**src/rtl/aer_event_controller.sv**
```systemverilog
// AER event controller: round-robin arbitration over NCH four-phase AER input
// links, single-cycle synaptic events, N-cycle time-reference and scheduler
// sweeps, virtual-event pushes with back-pressure, and illegal-event flagging.
module aer_event_controller #(
  parameter int unsigned N   = 256,
  parameter int unsigned M   = 8,
  parameter int unsigned SPW = 8,
  parameter int unsigned NCH = 2
) (
  input  logic                             CLK,
  input  logic                             RST,
  input  logic [NCH*(2*M+1)-1:0]           AERIN_ADDR,
  input  logic [NCH-1:0]                   AERIN_REQ,
  output logic [NCH-1:0]                   AERIN_ACK,
  input  logic                             SCHED_EMPTY,
  input  logic                             SCHED_FULL,
  input  logic [M+4:0]                     SCHED_DATA_OUT,
  input  logic                             AEROUT_CTRL_BUSY,
  output logic                             CTRL_SYN_CS,
  output logic [2*M-$clog2(SPW)-1:0]       CTRL_SYN_ADDR,
  output logic [SPW-1:0]                   CTRL_PRE_EN,
  output logic                             CTRL_NEUR_EVENT,
  output logic [M-1:0]                     CTRL_NEUR_ADDR,
  output logic                             CTRL_NEUR_TREF,
  output logic                             CTRL_NEUR_VIRT,
  output logic [4:0]                       CTRL_NEUR_PARAM,
  output logic                             CTRL_SCHED_PUSH,
  output logic                             CTRL_SCHED_POP,
  output logic [M-1:0]                     CTRL_SCHED_ADDR,
  output logic [4:0]                       CTRL_SCHED_PARAM,
  output logic                             CTRL_AEROUT_POP_NEUR,
  output logic                             CTRL_ILLEGAL,
  output logic                             CTRL_BUSY
);

  localparam int unsigned S        = $clog2(SPW);
  localparam int unsigned AW       = 2 * M + 1;
  localparam int unsigned WW       = M - S;
  localparam int unsigned CW       = (NCH > 1) ? $clog2(NCH) : 1;
  localparam logic [M-1:0] CNT_LAST = M'(N - 1);
  localparam logic [M-1:0] SUB_MASK = M'(SPW - 1);

  typedef enum logic [2:0] {
    ST_IDLE, ST_SYN, ST_TREF_SWEEP, ST_PUSH, ST_ILL, ST_ACK, ST_POP_NEUR, ST_POP_VIRT
  } state_t;

  state_t         state, state_nxt;
  logic [M-1:0]   cnt;
  logic [CW-1:0]  rr, ch_q, gnt_idx;
  logic           gnt_vld, do_grant;
  logic [AW-1:0]  addr_q, gnt_addr;

  logic [M-1:0]   pre, post, head;
  logic [4:0]     head_param, virt_param;
  state_t         pop_state;

  // Event decode of a latched AER address.
  function automatic state_t decode(input logic [AW-1:0] a);
    state_t d;
    if (a[2*M])                d = ST_SYN;
    else if (&a[M-1:0])        d = ST_TREF_SWEEP;
    else if (a[2:0] == 3'b001) d = ST_PUSH;
    else                       d = ST_ILL;
    return d;
  endfunction

  assign pre        = addr_q[2*M-1:M];
  assign post       = addr_q[M-1:0];
  assign virt_param = addr_q[M-1:M-5];
  assign head       = SCHED_DATA_OUT[M-1:0];
  assign head_param = SCHED_DATA_OUT[M+4:M];
  assign pop_state  = (head_param != 5'd0) ? ST_POP_VIRT : ST_POP_NEUR;
  assign gnt_addr   = AERIN_ADDR[gnt_idx*AW +: AW];

  // Round-robin pick: first requesting channel at or after the pointer.
  always_comb begin
    gnt_vld = 1'b0;
    gnt_idx = '0;
    for (int k = 0; k < int'(NCH); k++) begin
      if (!gnt_vld && AERIN_REQ[(int'(rr) + k) % int'(NCH)]) begin
        gnt_vld = 1'b1;
        gnt_idx = CW'((int'(rr) + k) % int'(NCH));
      end
    end
  end

  // State register.
  always_ff @(posedge CLK or posedge RST) begin
    if (RST) state <= ST_IDLE;
    else     state <= state_nxt;
  end

  // Sweep counter, grant latch and round-robin pointer.
  always_ff @(posedge CLK or posedge RST) begin
    if (RST) begin
      cnt    <= '0;
      rr     <= '0;
      ch_q   <= '0;
      addr_q <= '0;
    end else begin
      if (state == ST_TREF_SWEEP || state == ST_POP_NEUR) cnt <= cnt + M'(1);
      else if (state == ST_IDLE)                          cnt <= '0;
      if (do_grant) begin
        addr_q <= gnt_addr;
        ch_q   <= gnt_idx;
        rr     <= (gnt_idx == CW'(NCH - 1)) ? '0 : gnt_idx + CW'(1);
      end
    end
  end

  // Next-state and output decode.
  always_comb begin
    state_nxt            = state;
    do_grant             = 1'b0;
    AERIN_ACK            = '0;
    CTRL_SYN_CS          = 1'b0;
    CTRL_SYN_ADDR        = '0;
    CTRL_PRE_EN          = '0;
    CTRL_NEUR_EVENT      = 1'b0;
    CTRL_NEUR_ADDR       = '0;
    CTRL_NEUR_TREF       = 1'b0;
    CTRL_NEUR_VIRT       = 1'b0;
    CTRL_NEUR_PARAM      = '0;
    CTRL_SCHED_PUSH      = 1'b0;
    CTRL_SCHED_POP       = 1'b0;
    CTRL_SCHED_ADDR      = '0;
    CTRL_SCHED_PARAM     = '0;
    CTRL_AEROUT_POP_NEUR = 1'b0;
    CTRL_ILLEGAL         = 1'b0;
    CTRL_BUSY            = (state != ST_IDLE);
    case (state)
      ST_IDLE: begin
        if (SCHED_FULL && !SCHED_EMPTY) begin
          state_nxt = pop_state;
        end else if (gnt_vld && !AEROUT_CTRL_BUSY) begin
          do_grant  = 1'b1;
          state_nxt = decode(gnt_addr);
        end else if (!SCHED_EMPTY) begin
          state_nxt = pop_state;
        end
      end
      ST_SYN: begin
        CTRL_SYN_CS     = 1'b1;
        CTRL_SYN_ADDR   = {pre, WW'(post >> S)};
        CTRL_PRE_EN     = SPW'(1) << (post & SUB_MASK);
        CTRL_NEUR_EVENT = 1'b1;
        CTRL_NEUR_ADDR  = post;
        state_nxt       = ST_ACK;
      end
      ST_TREF_SWEEP: begin
        CTRL_NEUR_EVENT = 1'b1;
        CTRL_NEUR_TREF  = 1'b1;
        CTRL_NEUR_ADDR  = cnt;
        if (cnt == CNT_LAST) state_nxt = ST_ACK;
      end
      ST_PUSH: begin
        if (!SCHED_FULL) begin
          CTRL_SCHED_PUSH  = 1'b1;
          CTRL_SCHED_ADDR  = pre;
          CTRL_SCHED_PARAM = virt_param;
          state_nxt        = ST_ACK;
        end
      end
      ST_ILL: begin
        CTRL_ILLEGAL = 1'b1;
        state_nxt    = ST_ACK;
      end
      ST_ACK: begin
        if (AERIN_REQ[ch_q]) AERIN_ACK[ch_q] = 1'b1;
        else                 state_nxt       = ST_IDLE;
      end
      ST_POP_NEUR: begin
        CTRL_NEUR_EVENT      = 1'b1;
        CTRL_NEUR_ADDR       = cnt;
        CTRL_PRE_EN          = SPW'(1) << (cnt & SUB_MASK);
        CTRL_SYN_CS          = ((cnt & SUB_MASK) == '0);
        CTRL_SYN_ADDR        = {head, WW'(cnt >> S)};
        CTRL_AEROUT_POP_NEUR = (cnt == head);
        if (cnt == CNT_LAST) begin
          CTRL_SCHED_POP = 1'b1;
          state_nxt      = ST_IDLE;
        end
      end
      ST_POP_VIRT: begin
        CTRL_NEUR_EVENT = 1'b1;
        CTRL_NEUR_VIRT  = 1'b1;
        CTRL_NEUR_ADDR  = head;
        CTRL_NEUR_PARAM = head_param;
        CTRL_SCHED_POP  = 1'b1;
        state_nxt       = ST_IDLE;
      end
      default: state_nxt = ST_IDLE;
    endcase
  end

endmodule

```
**config.mk**
```make
export PLATFORM = sky130hd
export DESIGN_NAME = aer_event_controller
export DESIGN_NICKNAME = d
export VERILOG_FILES = /design/src/rtl/aer_event_controller.sv
export SDC_FILE = /design/constraint.sdc
export NUM_CORES = 1
export LEC_CHECK = 0
export CORE_MARGIN = 10
export CORE_UTILIZATION = 35
export CTS_BUF_LIST = sky130_fd_sc_hd__clkbuf_4 sky130_fd_sc_hd__clkbuf_8 sky130_fd_sc_hd__clkbuf_16
export DETAILED_ROUTE_END_ITERATION = 8
export GPL_TIMING_DRIVEN = 0
export HOLD_SLACK_MARGIN = 0.03
export PLACE_DENSITY = 0.74
export SYNTH_ARGS = -nofsm -noshare
export SYNTH_HDL_FRONTEND = slang
export SYNTH_SLANG_ARGS = --single-unit
export TNS_END_PERCENT = 50
```
**constraint.sdc**
```tcl
create_clock -name CLK -period 5.3 [get_ports CLK]
set_input_delay 0.53 -clock CLK [delete_from_list [all_inputs] [get_ports CLK]]
set_output_delay 0.53 -clock CLK [all_outputs]
set_load 0.005 [all_outputs]
```
==> flow_summary.yaml, run 1 <==
status:
  status: "complete, no violations"
synth:
  synth_compound_area_share_pct: 23.3
  synth.most_common_cell: "nor2_1"
  synth_top_family_by_area: "simple AND/OR/NAND/NOR gates"
  ys_top_cells_by_area: "dfrtp_1, mux2i_1, nor2_1"
  yosysWarnings: 0
  synthesis.area_sq_mm: 0.00234
  post-synth-top-area-cell: "dfrtp_1"
  synth_common_cells: "nor2_1, dfrtp_1, nand2_1, o21ai_0"
  synth_edf_count: 0
  syn_nets: 356
  synthCells: 300
  synthXorXnorAreaFrac_pct: 4.11
  yosys.area_share.simple_pct: 26.3
  synth_top_area_share_pct: 30.9
  yosysSeqAreaShare_pct: 30.9
  synthMuxAreaShare_pct: 7.74
  synth-async-reset-ratio_pct: 100
  ys.flop_type: "dfrtp_1"
  avgSynthCellArea_sq_um: 7.82
  ys_ff_latch: 29
  yosysUniqueCellTypes: 49
  synth_fa_ha_area_share_pct: 1.07
drt:
  drc_errors: 0
  finalWirelength_um: 8800
  wire_per_inst_um: 17.8
  drt_first_iter_violations: 126
  vias_per_cell: 5.31
  firstDrtPassIters: 4
  detail-route-antenna-nets: 0
  via_count: 2627
worst_setup_path:
  slowest_delay_ns: 0.55
  critPathKind: "flip-flop to primary output"
  path_cells: "buf_2 > nand2b_1 > nor2_1 > clkbuf_1 > nand2_1 > o21ai_0 > clkdlybuf4s50_1"
  required_ns: 4.77
  regToRegStartpoint: "cnt[1]"
  reg2regPathDepth: 6
  critPathLaunchType: "flip-flop"
  crit_buf_inv: 3
  path_max_fanout: 10
  slowest_stage: "clkdlybuf4s50_1"
  rr_endpoint: "state[0]"
  reg2reg_slack_ns: 3.10
  critPathTopFamily: "buffers and inverters"
  arrival_ns: 2.65
  end_kind: "primary output"
placement:
  place_congestion: 0.910
  dp_hpwl_um: 7210
  pre_cts_slack_ns: 2.23
  io_buffers: 110
  post_dp_cell_area_sq_mm: 0.00354
clock_network:
  clkLatencyLatePin_ns: 0.29
  h-tree-depth: 2
  cts_tree: "yes"
  cts_sinks: 29
  cts_max_path_buffers: 2
  post-cts-setup-buffer-count: 0
  numCtsBuffers: 5
  clockRootBuffer: "clkbuf_8"
  cts_resized: 0
  hold_buffers: 0
  clk_pin_slew_ns: 0.08
global_route:
  antenna_found_initial: 0
  grt_max_degree: 30
  grt_usage_pct: 16.9
  grt_pass1_vias: 2711
  grt_pass1_wl_um: 13900
  gr-total-overflow: 0
timing:
  hold_violations: 0
  timing.fmax_mhz: 315
  fin_crit_sh_pct: 59.9
  period_needed_ns: 3.18
  tightestPinTransition_ns: 1.14
  whs_ns: 0.535
  rsz0062_at_grt: "false"
  fin_ws_ns: 2.12
  setup_viol: 0
  drv_slew: 0
  relSlewSlack_pct: 23.6
  skew_ns: 0.0109
  tns_ns: 0
hold_path:
  min_path_cells: 1
  min_to: "cnt[7]"
  hold_path_class: "flip-flop to flip-flop"
  hp-start: "cnt[7]"
final_layout:
  area_delta_synth_final_pct: 54.7
  diodes: 0
  design_area_sq_mm: 0.00363
  drive_above_1_share_pct: 6.46
  layout.nets: 473
  n_fill_cell: 604
floorplanning:
  core_sq_mm: 0.00642
  num_rows: 29
  ioPinCount: 112
  initial_core_util_pct: 36.5
  dieHeight_um: 102
  die-area_sq_mm: 0.0104
  die_w_um: 102
run:
  max_cap_viol_count: 0
power:
  p_total_mw: 1.46
  powerDensity_mw_per_mm2: 402
  max-vdd-ir-drop_mv: 0.142
  power_leakage_nw: 1.49
-- final cells by class --
class                      instances  area [sq um]  area share (%)
multi-input combinational        234          1470            40.4
timing repair buffer             110          1100            30.3
clock inverter                     3          17.5           0.483
tap                               77          96.3            2.66
buffer                            21          93.8            2.59
sequential                        29           726            20.0
inverter                          16          60.1            1.66
clock buffer                       5          68.8            1.90
-- registers in the layout, summed over array words and instances (netlist names) --
| signal | flops |
|---|---|
| addr_q | 16 |
| cnt | 8 |
| state | 3 |
| ch_q | 1 |
| rr | 1 |
-- worst max path at each step --
| stage | from | end | slack [ns] | cells past startpoint |
|---|---|---|---|---|
| floorplan | state[1] | CTRL_AEROUT_POP_NEUR | 3.27 | 6 |
| global placement | SCHED_FULL | CTRL_SCHED_ADDR[3] | 2.26 | 5 |
| detailed placement | SCHED_FULL | CTRL_SCHED_ADDR[2] | 2.23 | 5 |
| CTS | state[2] | CTRL_NEUR_ADDR[6] | 2.14 | 6 |
| global route | state[2] | CTRL_SYN_ADDR[3] | 1.95 | 7 |
| finish | state[2] | CTRL_SYN_ADDR[3] | 2.12 | 7 |
-- cells in the final DEF, fill, tap and decap left out, types with 9 or more instances in the layout --
| cell type | Yosys | routed |
|---|---|---|
| o21ai_0 | 23 | 23 |
| clkbuf_1 | 10 | 10 |
| a21oi_1 | 20 | 20 |
| dfrtp_1 | 29 | 29 |
| clkdlybuf4s50_1 | 0 | 110 |
| buf_2 | 9 | 9 |
| inv_1 | 16 | 16 |
| a22o_1 | 16 | 16 |
| nor2_1 | 39 | 39 |
| mux2i_1 | 17 | 17 |
| nand2_1 | 23 | 23 |
| and2_1 | 20 | 20 |
-- power by group --
| group | total [mW] | switching, mW | internal [mW] |
|---|---|---|---|
| combinational | 0.871 | 0.417 | 0.454 |
| sequential | 0.405 | 0.0982 | 0.307 |
| clock | 0.184 | 0.0933 | 0.0905 |
-- through the flow --
stage,utilization [%],std cells
2_1_floorplan,-,300
3_3_place_gp,55.2,487
3_5_place_dp,55.2,487
4_1_cts,56.5,495
5_1_grt,56.5,495
6_report,56.5,495
-- worst reg2reg max path: cells and delay by family (launching register included) --
kind / cells / cell delay, ns
compound gates: 2 / 0.36
fa+ha+maj: 1 / 0.26
flops: 1 / 0.49
mux: 1 / 0.27
simple gates: 2 / 0.67
-- logic make-up (layout without fill, tap and decap cells) --
logic type | Yosys count | in the layout
AO/OA/AOI/OAI | 82 | 82
AND/OR/NAND/NOR | 121 | 121
multiplexers | 18 | 18
XOR/XNOR | 11 | 11
adder cells (fa/ha/maj) | 2 | 2
buffers and inverters | 37 | 155
flip-flops | 29 | 29
-- layer usage --
| metal | routed length (um) | up-vias | GRT usage [%] |
|---|---|---|---|
| met1 | 3520 | 1240 | 19.2 |
| met5 | 0 | - | 0 |
| li1 | - | 1282 | - |
| met3 | 665 | 9 | 5.33 |
| met4 | 112 | 0 | 4.66 |
| met2 | 4510 | 96 | 29.9 |
No activity file was read; power rests on OpenSTA's default activity.
==> run 2, diff against run 1 <==
Clock period 5.3 ns to 3.1 ns, I/O delays scaled along.
==> flow_summary.yaml, run 2 (synthesized netlist as in run 1, its figures left out) <==
worst_setup_path:
  critPathLaunchType: "flip-flop"
  arrival_ns: 2.65
  path_max_fanout: 10
  end_kind: "primary output"
  critPathKind: "flip-flop to primary output"
  required_ns: 2.79
run:
  max_cap_viol_count: 0
floorplanning:
  num_rows: 29
  die-area_sq_mm: 0.0104
  core_sq_mm: 0.00642
  dieHeight_um: 102
  ioPinCount: 112
  initial_core_util_pct: 36.5
  die_w_um: 102
final_layout:
  n_fill_cell: 604
  design_area_sq_mm: 0.00363
  utilization_pct: 56.5
  fin_cells: 495
  largest_reg_flops: 16
  area_delta_synth_final_pct: 54.9
  top_register: "addr_q"
  diodes: 0
  layout.nets: 473
  drive_above_1_share_pct: 6.94
  final_common_cell: "clkdlybuf4s50_1"
  reg.largest.list: "addr_q (16), cnt (8), state (3)"
  layout_common_cells: "clkdlybuf4s50_1, nor2_1, dfrtp_1"
drt:
  drt_first_iter_violations: 118
  via_count: 2620
  detail-route-antenna-nets: 0
  firstDrtPassIters: 4
  finalWirelength_um: 8770
  wire_per_inst_um: 17.7
  drc_errors: 0
  vias_per_cell: 5.29
timing:
  drv_slew: 0
  period_needed_ns: 2.96
  hold_violations: 0
  setup_viol: 0
  tns_ns: 0
  rsz0062_at_grt: "false"
  relSlewSlack_pct: 24.8
  timing.fmax_mhz: 338
  fin_crit_sh_pct: 95.3
  tightestPinTransition_ns: 1.13
  skew_ns: 0.00924
clock_network:
  cts_max_path_buffers: 2
  post-cts-setup-buffer-count: 0
  clk_pin_slew_ns: 0.07
  numCtsBuffers: 5
  clockRootBuffer: "clkbuf_8"
  clkLatencyLatePin_ns: 0.29
  h-tree-depth: 2
  cts_sinks: 29
  cts_tree: "yes"
status:
  status: "complete, no violations"
global_route:
  gr-total-overflow: 0
  grt_pass1_vias: 2711
  grt_usage_pct: 16.9
  grt_max_degree: 30
  grt_pass1_wl_um: 13900
  antenna_found_initial: 0
placement:
  io_buffers: 110
  post_dp_cell_area_sq_mm: 0.00354
  place_congestion: 0.910
  dp_hpwl_um: 7210
  numPlacedInstances: 487
power:
  p_total_mw: 2.50
  powerDensity_mw_per_mm2: 688
  power_leakage_nw: 1.49
  max-vdd-ir-drop_mv: 0.243
hold_path:
  hold_path_class: "input pin to flip-flop"
## run 2: cell counts in the layout (fill, tap and decap cells not counted)
Identical to the previous run, type by type.
## run 2: what timing repair did
item,4_1_cts,5_1_grt
endpoints found under the setup margin,0,7
hold buffers,0,0
gates resized for setup,0,4
hold endpoints to repair,0,0
## run 2: path summary, 6_finish.rpt
check	start	end	slack (ns)	depth (start not counted)
min	AERIN_REQ[1]	rr	0.39	2
min in group asynchronous	RST	cnt[3]	0.61	2
min reg2reg	cnt[7]	cnt[7]	0.54	1
max reg2reg	cnt[1]	state[0]	0.90	6
max	state[2]	CTRL_NEUR_ADDR[6]	0.14	6
max in group asynchronous	RST	addr_q[0]	1.80	2
## run 2: power breakdown
| group | total (mW) | internal (mW) | leakage (nW) | switching [mW] |
|---|---|---|---|---|
| clock | 0.314 | 0.155 | 0.0439 | 0.159 |
| sequential | 0.692 | 0.525 | 0.350 | 0.167 |
| combinational | 1.49 | 0.778 | 1.10 | 0.713 |
| total | 2.50 | 1.46 | 1.49 | 1.04 |
## run 2: through the flow
| stage | worst slack (ns) | hold slack (ns) |
|---|---|---|
| floorplan | 1.14 | 0.388 |
| global placement | 0.448 | 0.511 |
| detailed placement | 0.465 | 0.520 |
| CTS | 0.156 | 0.392 |
| global route | 0.0159 | 0.449 |
| finish | 0.145 | 0.393 |
## run 2: layout make-up
class	instances	area (sq um)	area share [%]
tap	77	96.3	2.65
multi-input combinational	234	1470	40.4
timing repair buffer	110	1100	30.3
inverter	16	60.1	1.65
clock buffer	5	68.8	1.90
sequential	29	726	20.0
buffer	21	96.3	2.65
clock inverter	3	17.5	0.482
## run 2: worst max-delay path, stage by stage, from the launching register on
cell and delay (ns):
dfrtp_1 0.42, buf_2 0.19, nand2b_1 0.18, nor2_1 0.39, clkbuf_1 0.43, a22o_1 0.23
clkdlybuf4s50_1 0.52
## run 2: metal layers
layer / vias to the layer above / part of all wire (%) / global-route usage (%)
met4: 0 / 1.3 / 4.66
met5: - / 0 / 0
met1: 1218 / 39 / 19.2
met3: 9 / 8.8 / 5.33
li1: 1285 / - / -
met2: 108 / 51 / 29.9
